$ cat src/rtl/if_fetch_stage.sv
// Instruction-fetch stage: owns the PC, drives the imem request/response
// handshake and holds each fetched instruction until downstream accepts it.
module if_fetch_stage #(
  parameter logic [31:0] RESET_PC = 32'h6000_0000,
  parameter logic [31:0] NOP_INSN = 32'h0000_0013
) (
  input  logic        clk,
  input  logic        rst,
  output logic        imem_read,
  output logic [31:0] imem_address,
  input  logic [31:0] imem_rdata,
  input  logic        imem_resp,
  input  logic        redirect,
  input  logic [31:0] redirect_pc,
  input  logic        stall,
  output logic        out_valid,
  output logic [31:0] out_pc,
  output logic [31:0] out_ir
);

  localparam int unsigned XLEN = 32;

  localparam logic [1:0] S_FETCH   = 2'd0;
  localparam logic [1:0] S_WAIT_DS = 2'd1;
  localparam logic [1:0] S_DISCARD = 2'd2;

  logic [1:0]      state, state_n;
  logic [XLEN-1:0] pc, pc_n;
  logic [XLEN-1:0] req_addr, req_addr_n;
  logic [XLEN-1:0] pend_pc, pend_pc_n;
  logic [XLEN-1:0] pend_ir, pend_ir_n;
  logic            out_valid_n;
  logic [XLEN-1:0] out_pc_n, out_ir_n;

  logic            consume;
  logic            buf_free;
  logic [XLEN-1:0] redirect_tgt;
  logic [XLEN-1:0] pc_inc;

  assign consume      = out_valid && !stall;
  assign buf_free     = !out_valid || consume;
  assign redirect_tgt = redirect_pc & ~XLEN'(3);
  assign pc_inc       = XLEN'(pc + XLEN'(4));

  // While discarding, the abandoned request must keep its original address.
  assign imem_read    = !rst && (state != S_WAIT_DS);
  assign imem_address = (state == S_DISCARD) ? req_addr : pc;

  always_ff @(posedge clk) begin
    if (rst) begin
      state     <= S_FETCH;
      pc        <= RESET_PC;
      req_addr  <= '0;
      pend_pc   <= '0;
      pend_ir   <= '0;
      out_valid <= 1'b0;
      out_pc    <= '0;
      out_ir    <= NOP_INSN;
    end else begin
      state     <= state_n;
      pc        <= pc_n;
      req_addr  <= req_addr_n;
      pend_pc   <= pend_pc_n;
      pend_ir   <= pend_ir_n;
      out_valid <= out_valid_n;
      out_pc    <= out_pc_n;
      out_ir    <= out_ir_n;
    end
  end

  always_comb begin
    state_n     = state;
    pc_n        = pc;
    req_addr_n  = req_addr;
    pend_pc_n   = pend_pc;
    pend_ir_n   = pend_ir;
    out_valid_n = out_valid;
    out_pc_n    = out_pc;
    out_ir_n    = out_ir;

    case (state)
      S_FETCH: begin
        req_addr_n = pc;
        if (redirect) begin
          // Flush the buffer; an in-flight request must still be drained.
          pc_n        = redirect_tgt;
          out_valid_n = 1'b0;
          out_pc_n    = '0;
          out_ir_n    = NOP_INSN;
          state_n     = imem_resp ? S_FETCH : S_DISCARD;
        end else if (imem_resp) begin
          pc_n = pc_inc;
          if (buf_free) begin
            out_valid_n = 1'b1;
            out_pc_n    = pc;
            out_ir_n    = imem_rdata;
          end else begin
            pend_pc_n = pc;
            pend_ir_n = imem_rdata;
            state_n   = S_WAIT_DS;
          end
        end else if (consume) begin
          out_valid_n = 1'b0;
          out_pc_n    = '0;
          out_ir_n    = NOP_INSN;
        end
      end

      S_WAIT_DS: begin
        if (redirect) begin
          pc_n        = redirect_tgt;
          out_valid_n = 1'b0;
          out_pc_n    = '0;
          out_ir_n    = NOP_INSN;
          state_n     = S_FETCH;
        end else if (consume) begin
          out_pc_n = pend_pc;
          out_ir_n = pend_ir;
          state_n  = S_FETCH;
        end
      end

      S_DISCARD: begin
        if (redirect) begin
          pc_n = redirect_tgt;
        end
        if (imem_resp) begin
          state_n = S_FETCH;
        end
      end

      default: begin
        state_n = S_FETCH;
      end
    endcase
  end

endmodule
$ cat config.mk
export PLATFORM = sky130hd
export DESIGN_NAME = if_fetch_stage
export DESIGN_NICKNAME = d
export VERILOG_FILES = /design/src/rtl/if_fetch_stage.sv
export SDC_FILE = /design/constraint.sdc
export NUM_CORES = 1
export LEC_CHECK = 0
export CAP_MARGIN = 10
export CORE_ASPECT_RATIO = 1.75
export CORE_MARGIN = 3
export CORE_UTILIZATION = 55
export CTS_CLUSTER_SIZE = 25
export DETAILED_ROUTE_END_ITERATION = 7
export PLACE_DENSITY_LB_ADDON = 0.15
export SETUP_SLACK_MARGIN = 0.5
export SLEW_MARGIN = 20
export SYNTH_ARGS = -nofsm -noshare
export SYNTH_HDL_FRONTEND = slang
export SYNTH_SLANG_ARGS = --single-unit
export TNS_END_PERCENT = 100
$ cat constraint.sdc
create_clock -name clk -period 3.51 [get_ports clk]
set_input_delay 1.053 -clock clk [delete_from_list [all_inputs] [get_ports clk]]
set_output_delay 1.053 -clock clk [all_outputs]
set_load 0.01 [all_outputs]
==> results of run 1 <==
[worst max-delay path by stage]
stage | cells past startpoint | slack, ns | from | to
after floorplan | 4 | 0.57 | rst | imem_read
after global placement | 6 | 0.42 | imem_resp | out_ir[0]
after detailed placement | 6 | 0.40 | imem_resp | out_ir[0]
after CTS | 6 | 0.49 | state[0] | imem_address[24]
after global routing | 5 | 0.49 | state[0] | imem_address[28]
final | 5 | 0.55 | state[0] | imem_address[10]
[sequential cells by signal (all words and copies together), names as in the netlist]
| signal | flops |
|---|---|
| out_ir | 32 |
| out_pc | 31 |
| out_valid | 1 |
| pc | 30 |
| pend_ir | 32 |
| pend_pc | 30 |
| req_addr | 30 |
| state | 2 |
[stage by stage]
| step | instances | worst slack [ns] | hold slack (ns) | total power, mW | util, % |
|---|---|---|---|---|---|
| 2_1_floorplan | 1008 | 0.571 | 0.436 | 3.05 | - |
| 3_3_place_gp | 1269 | 0.422 | 0.442 | 3.51 | 67.8 |
| 3_5_place_dp | 1269 | 0.401 | 0.446 | 3.53 | 67.8 |
| 4_1_cts | 1303 | 0.489 | 0.457 | 5.33 | 71.7 |
| 5_1_grt | 1304 | 0.491 | 0.473 | 5.55 | 71.9 |
| 6_report | 1304 | 0.552 | 0.457 | 5.31 | 71.9 |
[cell usage after synthesis (all sizes together), types with 2 or more instances]
cell,n
a211oi,9
a21o,3
a21oi,81
a221oi,62
a22oi,3
a2bb2oi,2
a31oi,4
a32oi,6
and2,5
and4,3
buf,29
clkbuf,75
dfxtp,188
ha,4
inv,8
mux2,28
mux2i,35
nand2,158
nand2b,6
nand3,17
nand3b,3
nand4,13
nor2,126
nor2b,5
nor3,68
nor3b,3
nor4,4
o211ai,3
o21a,2
o21ai,12
o21bai,3
o221ai,3
o22ai,10
o31ai,4
o32ai,3
or2,2
or3,3
or4,2
[worst max-delay path, stage by stage (launching register included)]
cell and delay, ns:
dfxtp_2 0.34, inv_2 0.08, ha_4 0.15, bufbuf_16 0.29, mux2_2 0.34, dlygate4sd2_1 0.28
[repair_timing]
action	4_1_cts	5_1_grt
gates cloned	1	1
endpoints found under the setup margin	31	27
pin swaps	1	0
buffers inserted	2	0
gates resized for setup	35	3
[power by group through the flow]
stage / clock network [mW] / registers, mW / logic, mW
5_1_grt: 1.94 / 2.44 / 1.16
3_5_place_dp: 0 / 2.47 / 1.07
3_3_place_gp: 0 / 2.46 / 1.05
2_1_floorplan: 0 / 2.43 / 0.621
6_report: 1.83 / 2.42 / 1.06
4_1_cts: 1.86 / 2.42 / 1.06
[area by class of cell]
class / instances / area share (%)
Clock inverter: 14 / 1.22
Timing Repair Buffer: 186 / 18.0
Multi-Input combinational cell: 708 / 39.1
Sequential cell: 188 / 35.3
Clock buffer: 17 / 3.99
Tap cell: 183 / 2.15
Inverter: 8 / 0.281
[cell families after synthesis]
kind of cell	after synthesis	synth area share, %
mux	63	7.98
xor+xnor	1	0.105
other cells	1	0.0449
fa+ha+maj	4	0.600
buf+inv	112	5.59
simple gates	420	22.5
flops	188	45.1
compound gates	218	18.1
[layer usage]
metal / up-vias / share of wire (%)
met2: 250 / 50
met4: 0 / 3.0
li1: 3770 / -
met5: - / 0
met1: 3642 / 42
met3: 43 / 5.2
==> flow_summary.toml, run 1 <==
[status]
status = "finished clean"

[global_routing]
grt_pass1_wl_um = 35700
grt_busiest_layer = "met2"
grt_max_degree = 192
use_met2_pct = 43.3
grt_overflow_total = 0
met1_usage_pct = 33.2
grtUsageTotal_pct = 25.8
antenna_found_initial = 0
grt_use_met3_pct = 4.08
grt_pass1_vias = 7014

[clocking]
cts_tree = "yes"
clockRootBuffer = "clkbuf_16"
clk_latency_ns = 0.43
clk_pin_slew_worst_paths_ns = 0.07
htree_levels = 4
clockBufferDepth = 2
tritoncts.num_buffers = 17
cts.sinks = 188
cts_hold_repair.buffers = 0

[yosys]
synth_edf_count = 0
syn_area_per_cell_um2 = 8.29
syn_area_um2 = 8340
synth-async-reset-ratio_pct = 0
synthFlopType = "dfxtp_1"
yosysWarnings = 0
yosysUniqueCellTypes = 57
syn_inst = 1007
yosysSeqAreaShare_pct = 45.1
synth_area_leaders = "dfxtp_1, nand2_1, a221oi_1"
synth_area_leader_cell = "dfxtp_1"
synth_seq_cells = 188
synth_top_area_share_pct = 45.1

[die]
num_rows = 59
core_area_um2 = 14800
die-area_um2 = 16700
die_x_um = 99.1
die_h_um = 169
initial_core_util_pct = 56.2
ios = 167

[placement]
dp_hpwl_um = 13800
place.port_buffers = 162
dpl_cell_area_um2 = 10100
finalWeightedCongestion = 0.881

[cells_and_area]
final_area_um2 = 10700
drive_gt1_share_pct = 9.19
fin_nets = 1182
area_growth_pct = 27.9
layout_common_cells = "dfxtp_1, nand2_1, clkdlybuf4s50_1"
layout_commonest_cell = "dfxtp_1"
n_fill_cell = 1207
antennaDiodeCount = 0
multi_input_area_um2 = 4170
seq_area_um2 = 3760

[worst_hold_path]
min_path_type = "flip-flop to flip-flop"
holdPathStages = 2
min_from = "pend_ir[8]"
hold_end = "pend_ir[8]"

[detailed_routing]
totalWireLength_um = 22000
post_drt_wl_per_cell_um = 16.9
drc = 0
first_pass_iters = 5
ant_nets = 0
drt_iter0_drc = 588
vias = 7705
viasPerCell = 5.91

[power]
p_clk_share_pct = 34.4
swShare_pct = 29.5
p_seq_share_pct = 45.6
power.internal_mw = 3.74
power.density_nw_per_um2 = 497
p_leak_nw = 4.08
peakVddDrop_uv = 376
combPwrFrac_pct = 20.0
p_sw_mw = 1.57

[worst_setup_path]
regToRegSetupSlack_ns = 1.19
end_kind = "output pin"
ff2ff_path_depth = 8
arrival_ns = 1.90
crit-reg2reg-launch = "state[1]"
crit_required_ns = 2.46
critPathKind = "flip-flop to output pin"
path_max_fanout = 16
r2r-end = "pc[14]"
cp-start-kind = "flip-flop"

[sta]
period_needed_ns = 2.96
period_share_pct = 84.3
rsz0062_at_grt = "true"
relSlewSlack_pct = 44.4
setup_violations = 0
fmaxAchievable_mhz = 338
finalSetupTns_ns = 0
finalHoldViolCount = 0
tightestPinTransition_ns = 0.833
skew_ns = 0.0112
slew_violations = 0

[job]
drv_cap = 0
Note: power is estimated with default switching activity, not from simulation.
==> inputs of run 2 (changes only) <==
- CORE_UTILIZATION: 55 -> 47
- clock period: 3.51 -> 2.5 ns (I/O delays scaled with it)
==> run 2 against run 1 <==
  * The flow now finishes with violations (negative setup slack)
  * Clock skew grew 0.0038 ns
  * Routed wire length grew 17%
  * Combinational power grew 82%
  * Setup slack lost 0.61 ns
  * Clock power grew 50%
  * Highest routed layer unchanged
==> flow_summary.toml, run 2 (synthesis gave the netlist of run 1 again) <==
[power]
peakVddDrop_uv = 499
p_leak_nw = 4.93
power.density_nw_per_um2 = 675

[worst_setup_path]
critPathKind = "flip-flop to output pin"
cp-start-kind = "flip-flop"
path_max_fanout = 5
end_kind = "output pin"
cpMostUsedCell = "buf_12"
cp_cell_sequence = "inv_2 > ha_4 > buf_12 > buf_4 > buf_12 > mux2_4 > buf_6"
crit_buf_inv = 5
crit_family = "buffers and inverters"
arrival_ns = 1.80
max_stage_delay_ns = 0.33
cp_slowest_cell = "dfxtp_2"
crit_required_ns = 1.75

[clocking]
cts.sinks = 188
cts_tree = "yes"
clk_pin_slew_worst_paths_ns = 0.07
clockRootBuffer = "clkbuf_16"
htree_levels = 4
cts_hold_repair.buffers = 0
clk_latency_ns = 0.43
clockBufferDepth = 2
tritoncts.num_buffers = 17

[detailed_routing]
post_drt_wl_per_cell_um = 18.2
drt_iter0_drc = 511
totalWireLength_um = 25600
ant_nets = 0
first_pass_iters = 5
vias = 8080
viasPerCell = 5.72
drc = 0

[placement]
dp.cells = 1356
place.port_buffers = 162
dp_slack_ns = -0.156
dpl_cell_area_um2 = 10500
dp_hpwl_um = 15800
finalWeightedCongestion = 0.965

[global_routing]
antenna_found_initial = 1
grt_overflow_total = 0
grt_pass1_wl_um = 39500
grtUsageTotal_pct = 25.1
grt_pass1_vias = 7674
grt_max_degree = 141

[sta]
relSlewSlack_pct = 58.2
finalHoldViolCount = 0
fin_ws_ns = -0.0545
skew_ns = 0.0150
slew_violations = 0
period_needed_ns = 2.55
tightestPinTransition_ns = 0.627
setup_violations = 19
fmaxAchievable_mhz = 391
rsz0062_at_grt = "true"
period_share_pct = 102
finalSetupTns_ns = -0.865

[die]
core_area_um2 = 17200
ios = 167
die_h_um = 182
die_x_um = 107
initial_core_util_pct = 48.6
num_rows = 63
die-area_um2 = 19400

[cells_and_area]
drive_gt1_share_pct = 21.6
final_cells = 1412
largest_registers = "out_ir x32, pend_ir x32, out_pc x31"
layout_common_cells = "dfxtp_1, nand2_1, nor2_1"
final_area_um2 = 11900
area_growth_pct = 42.7
fin_nets = 1244
layout_commonest_cell = "dfxtp_1"

[job]
drv_cap = 0

[status]
status = "complete, but fails checks"
violations = "negative setup slack"

[worst_hold_path]
min_path_type = "flip-flop to flip-flop"
[run 2: cell type report]
class	count	area, um2
well taps	227	284
inverters	8	30.0
flip-flops and latches	188	3780
clock buffers	19	453
clock inverters	13	151
multi-input cells	708	4600
diodes	1	2.50
fillers	1430	5280
repair buffers	248	2600
[run 2: routing by layer]
layer / up-vias / wire, um / track usage (%)
met1: 3875 / 10500 / 30.4
met2: 243 / 13100 / 43.4
met4: 0 / 821 / 10.7
met3: 52 / 1260 / 4.42
li1: 3910 / - / -
met5: - / 0 / 0
[run 2: path summary, 6_finish.rpt]
check	cells after the start	start	slack, ns	endpoint
hold reg to reg	2	pend_ir[0]	0.46	pend_ir[0]
setup reg to reg	9	state[0]	0.53	out_pc[12]
hold / removal	2	pend_ir[0]	0.46	pend_ir[0]
setup / recovery	7	state[0]	-0.05	imem_address[21]
[run 2: timing repair]
action / 4_1_cts / 5_1_grt
pin swaps: 3 / 9
gates resized for setup: 268 / 67
setup buffers: 6 / 11
setup endpoints to repair: 242 / 110
cloned: 4 / 2
[run 2: worst reg2reg max path, stage by stage (launching register included)]
cell and delay, ns:
dfxtp_2 0.32, buf_4 0.14, ha_4 0.18, buf_6 0.16, nor3b_4 0.26, o32ai_4 0.13
buf_12 0.16, clkbuf_16 0.18, a221oi_1 0.22, nor3_1 0.08
[run 2: through the flow]
step | total power [mW] | utilization, % | hold slack [ns]
2_1_floorplan | 4.29 | - | 0.436
3_3_place_gp | 5.08 | 61.2 | 0.441
3_5_place_dp | 5.10 | 61.2 | 0.446
4_1_cts | 7.90 | 66.5 | 0.456
5_1_grt | 8.37 | 69.3 | 0.474
6_report | 8.03 | 69.3 | 0.458
[run 2: report_power, final]
| group | internal (mW) | switching [mW] |
|---|---|---|
| Clock | 1.48 | 1.27 |
| Combinational | 0.983 | 0.947 |
| Sequential | 3.20 | 0.162 |
